$ cat src/rtl/tdm_demux_1to8.sv
// Receiving end of an 8-slot serial TDM link: locks onto a sync-marked slot-0 bit,
// demultiplexes one accepted bit per slot (LSB first) and publishes each complete frame.
module tdm_demux_1to8 #(
  parameter int unsigned GAP_MAX = 15
) (
  input  logic       clk_in,
  input  logic       rst_in,
  input  logic       d_in,
  input  logic       vld_in,
  input  logic       sync_in,
  output logic [7:0] y_out,
  output logic       y_vld_out,
  output logic [2:0] sel_out,
  output logic       lock_out,
  output logic       err_out
);

  typedef enum logic {
    IDLE = 1'b0,
    LOCK = 1'b1
  } state_t;

  localparam logic [7:0] GAP_LIMIT = 8'(GAP_MAX);

  state_t     state_q, state_d;
  logic [7:0] shadow_q, shadow_d;
  logic [2:0] sel_q, sel_d;
  logic [7:0] gap_q, gap_d;
  logic [7:0] y_q, y_d;
  logic       y_vld_q, y_vld_d;
  logic       err_q, err_d;
  logic [7:0] gap_inc;

  assign gap_inc = (gap_q == 8'hFF) ? gap_q : gap_q + 8'd1;

  always_comb begin
    // NOTE: every comb output gets a default first so no path can infer a latch.
    state_d  = state_q;
    shadow_d = shadow_q;
    sel_d    = sel_q;
    gap_d    = gap_q;
    y_d      = y_q;
    y_vld_d  = 1'b0;
    err_d    = 1'b0;

    case (state_q)
      IDLE: begin
        if (vld_in && sync_in) begin
          shadow_d = {7'b0, d_in};
          sel_d    = 3'd1;
          gap_d    = 8'd0;
          state_d  = LOCK;
        end
      end

      LOCK: begin
        if (vld_in) begin
          gap_d = 8'd0;
          if (sync_in && (sel_q != 3'd0)) begin
            // Misplaced sync: drop the partial frame and restart it on this bit.
            err_d    = 1'b1;
            shadow_d = {7'b0, d_in};
            sel_d    = 3'd1;
          end else begin
            shadow_d[sel_q] = d_in;
            sel_d           = sel_q + 3'd1;
            if (sel_q == 3'd7) begin
              y_d     = {d_in, shadow_q[6:0]};
              y_vld_d = 1'b1;
            end
          end
        end else if (sel_q != 3'd0) begin
          gap_d = gap_inc;
          if (gap_inc >= GAP_LIMIT) begin
            err_d    = 1'b1;
            state_d  = IDLE;
            sel_d    = 3'd0;
            shadow_d = 8'd0;
            gap_d    = 8'd0;
          end
        end else begin
          // Idle between frames is not a gap; only mid-frame silence times out.
          gap_d = 8'd0;
        end
      end

      default: state_d = IDLE;
    endcase
  end

  always_ff @(posedge clk_in) begin
    // NOTE: reset is synchronous; sequential state uses non-blocking assignments only.
    if (rst_in) begin
      state_q  <= IDLE;
      shadow_q <= 8'd0;
      sel_q    <= 3'd0;
      gap_q    <= 8'd0;
      y_q      <= 8'd0;
      y_vld_q  <= 1'b0;
      err_q    <= 1'b0;
    end else begin
      state_q  <= state_d;
      shadow_q <= shadow_d;
      sel_q    <= sel_d;
      gap_q    <= gap_d;
      y_q      <= y_d;
      y_vld_q  <= y_vld_d;
      err_q    <= err_d;
    end
  end

  assign y_out     = y_q;
  assign y_vld_out = y_vld_q;
  assign sel_out   = sel_q;
  assign lock_out  = (state_q == LOCK);
  assign err_out   = err_q;

endmodule

$ cat config.mk
export PLATFORM = sky130hd
export DESIGN_NAME = tdm_demux_1to8
export DESIGN_NICKNAME = d
export VERILOG_FILES = /design/src/rtl/tdm_demux_1to8.sv
export SDC_FILE = /design/constraint.sdc
export NUM_CORES = 1
export LEC_CHECK = 0
export BUFFER_PORTS_ARGS = -buffer_cell sky130_fd_sc_hd__buf_4
export CAP_MARGIN = 25
export CORE_ASPECT_RATIO = 1.4
export CORE_UTILIZATION = 56
export CTS_CLUSTER_DIAMETER = 40
export DETAILED_ROUTE_END_ITERATION = 6
export PLACE_DENSITY = 0.78
export SYNTH_ARGS = -nofsm -noshare
export SYNTH_HDL_FRONTEND = slang
export SYNTH_SLANG_ARGS = --single-unit
$ cat constraint.sdc
create_clock -name clk_in -period 2.5 [get_ports clk_in]
set_clock_uncertainty 0.1 [all_clocks]
set_input_delay 0 -clock clk_in [delete_from_list [all_inputs] [get_ports clk_in]]
set_output_delay 0 -clock clk_in [all_outputs]
set_load 0.05 [all_outputs]
==> summary.md <==
| Metric | Value |
|---|---|
| Status | completed |
| Met2 Use GR | 38.77% |
| Most Crowded Layer GR | met2 |
| CP required | 2.61 ns |
| Clock root buffer | clkbuf_4 |
| Sw power | 234.6 uW |
| Router iterations before antenna repair | 4 |
| Clock latency on the worst-skew pair | between 0.3 and 0.4 ns |
| Critical-path maximum fanout | 10 |
| Mapped Cells | 168 |
| Adder-Cell Fraction of Synth Area | about 3.4% |
| Chip height | 62.26 um |
| Simple-gate share of the synthesized area | about a quarter |
| P_int | 606.2 uW |
| XOR/XNOR Fraction of Synth Area | under 10% |
| # diodes | 0 |
| Clk slew on worst S/H paths | about 0.10 ns |
| Mapped cell area | 1453 sq um |
| Hold crit path type | register to register |
| DR WL/cell | 13.47 um |
| Clock buffer depth | 2 |
| Power Dens Cells | between 400 and 500 nW/um^2 |
| Switching part of the total power | 27.90% |
| Relative slew slack | between 70% and 80% |
| H-tree Lvls | 2 |
| First-pass GRT wire length | 4968 um |
| R2r setup slk | ~0.16 ns |
| CP Capture Type | register |
| Final hold vios | 0 |
| Initial antenna violation count | 0 |
| Worst setup SP type | register |
| Layout cells sized above 1 | 18.85% |
| Leakage | about 0.65 nW |
| Top cell type's share of synthesized area | 39.97% |
| Final instance area | about 1700 sq um |
| Setup tns final | 0 ns |
| Final GP Congestion | 0.8251 |
| Worst Path Arrival | 2.46 ns |
| Hold endpoint | y_out[7] |
| I/O pin total | 19 |
| Setup Viol. Count Final | 0 |
| Setup bufs post-CTS | 0 |
| Starting Density | approximately three fifths |
| CTS buffer count | 5 |
| Initial DRC Count | 26 |
| Vias in the first global route | 1170 |
| Worst R2R Path Depth | 6 |
| Core area | 2417 sq um |
| Final worst-path cycle share | a little over nine tenths |
| Sequential Power Share | between 50% and 60% |
| Synthesized area per cell | 8.647 sq um |
| Total track usage | a little under a quarter |
| RSZ-0062 raised after global routing | no |
| HP Start | y_out[7] |
| Post-synth ARST share | 0% |
| Reg-to-Reg Start | gap_q[0] |
| Layout area overhead | 16.62% |
| Row count | 21 |
| Critical path class | register to register |
| Maxcap violations | 0 |
| Synth Flop Type | dfxtp_1 |
| RR Endpoint | sel_out[0] |
| Area of the die | 2805 sq um |
| Max Freq | 426.6 MHz |
| Register area share after synthesis | roughly two fifths |
| Synth top area cells | dfxtp_1 40%, nand2_1 6.7%, a21oi_1 4.5% |
| Worst-margin pin slew | around 0.43 ns |
| Final WL | 3031 um |
| Die X | 45.05 um |
| CTS tree | built |
| Met3 Use GR | about 4.4% |
| Synthesis warning total | 0 |
| Post-detail-place hpwl | 2111 um |
| Number of synthesized flops with an enable pin | 0 |
| Proportion of synthesized area in mux cells | under 10% |
| Routed vias/inst | 5.618 |
| Global route overflow | 0 |
| Final ANT Viol Nets | 0 |
| Logic pwr share | 11.0% |
| Synth unique cells | 45 |
| Synth Area in Compound Gates | 24.55% |
| Largest net degree at the start of global routing | 29 |
| DRC errors left | 0 |
| Port bufs | 18 |
| Hold depth | 2 |
| Yosys reg bits | 29 |
| Clock Sinks | 29 |
| M1 GR Usage | 27.78% |
| Largest area contributor in the netlist | dfxtp_1 |
| Mapped Nets | 177 |
| Post-Place Cell Area | 1589 sq um |
| VDD IR max | 0.0004739 V |
| Largest family of logic cells by synthesized area | compound AO/OA/AOI/OAI gates |
| Clk pwr share | 32.7% |
| Fin nets | 199 |
| Count of pins over their slew limit | 0 |
| Via count | about 1300 |
| Tmin final | 2.344 ns |
==> cell type report <==
| cell class | instances | area [sq um] |
|---|---|---|
| flip-flops and latches | 29 | 580.6 |
| clock inverters | 3 | 17.52 |
| well taps | 34 | 42.54 |
| repair buffers | 24 | 192.7 |
| fillers | 228 | 723.2 |
| inverters | 7 | 26.28 |
| multi-input cells | 123 | 797.0 |
| clock buffers | 5 | 37.54 |
==> worst max-delay path: stages (launching register included) <==
cell and delay, ns:
dfxtp_1 0.42, ha_1 0.27, and3_2 0.25, nor3_1 0.07
a31oi_2 0.32, o31a_1 0.47, mux2_4 0.34
==> routing by layer <==
| layer | routed length (um) | vias up |
|---|---|---|
| met3 | 72 | 4 |
| met4 | 42 | 0 |
| li1 | - | 653 |
| met5 | 0 | - |
| met1 | 1289 | 587 |
| met2 | 1626 | 20 |
==> cell usage in the layout (no fill, tap or decap), drive strengths merged, types with 2 or more instances in the layout <==
master and count:
dfxtp 29, nand2 26, buf 19, a21oi 13, nor2 9, a211oi 8, inv 7, o31ai 7
and2 6, a41oi 5, clkbuf 5, dlygate4sd3 5, o21ai 4, ha 4, nand3b 3, nor3 3
nor2b 3, nand2b 3, and3 3, a31oi 3, or2 2, nand4 2, clkinv 2, o31a 2
==> metrics by stage <==
step	hold WS [ns]	util, %	setup slack [ns]	cells	total power, mW
floorplan	0.05218	-	0.1510	168	0.5494
global placement	0.2213	65.74	0.3119	212	0.5674
detailed placement	0.2238	65.74	0.1948	212	0.5695
CTS	0.3629	70.08	0.1786	225	0.8499
global route	0.3784	70.08	0.03654	225	0.8869
finish	0.3589	70.08	0.1559	225	0.8407
==> worst max-delay path by stage <==
| stage | from | end | slack [ns] | depth (start not counted) |
|---|---|---|---|---|
| detailed placement | gap_q[0] | sel_out[0] | 0.19 | 6 |
| CTS | gap_q[0] | sel_out[0] | 0.18 | 6 |
| finish | gap_q[0] | sel_out[0] | 0.16 | 6 |
| floorplan | sel_out[1] | sel_out[0] | 0.15 | 8 |
| global route | gap_q[0] | sel_out[0] | 0.04 | 6 |
| global placement | gap_q[0] | sel_out[0] | 0.31 | 6 |
==> power by group through the flow <==
stage | sequential [mW] | combinational [mW] | clock, mW
floorplan | 0.494 | 0.0556 | 0
global placement | 0.484 | 0.0831 | 0
detailed placement | 0.484 | 0.0853 | 0
CTS | 0.474 | 0.0917 | 0.285
global route | 0.475 | 0.100 | 0.311
finish | 0.474 | 0.0924 | 0.275
==> what timing repair did <==
item / 4_1_cts / 5_1_grt
hold buffers: 5 / 0
gates resized for setup: 0 / 0
endpoints found under the hold margin: 21 / 0
==> synth_stat cells (all sizes together), types with 2 or more instances <==
master / number
a211oi: 8
a21oi: 13
a31oi: 3
a41oi: 5
and2: 6
and3: 3
buf: 5
clkbuf: 4
dfxtp: 29
ha: 4
inv: 7
nand2: 26
nand2b: 3
nand3b: 3
nand4: 2
nor2: 9
nor2b: 3
nor3: 3
o21ai: 4
o31a: 2
o31ai: 7
or2: 2
==> registers in the layout (all words and copies together), names as in the netlist <==
register / cells
lock_out: 1
sel_out: 3
y_out: 8
err_out: 1
shadow_q: 7
gap_q: 8
y_vld_out: 1
==> cell families (layout without fill, tap and decap cells) <==
group	Yosys count	in the layout
buffers and inverters	16	39
AOI/OAI and AO/OA	48	48
and+or+nand+nor	67	67
muxes	2	2
DFF	29	29
xor gates and xnor gates	2	2
adders and majority gates	4	4
Power figures use the tool's default switching activity.
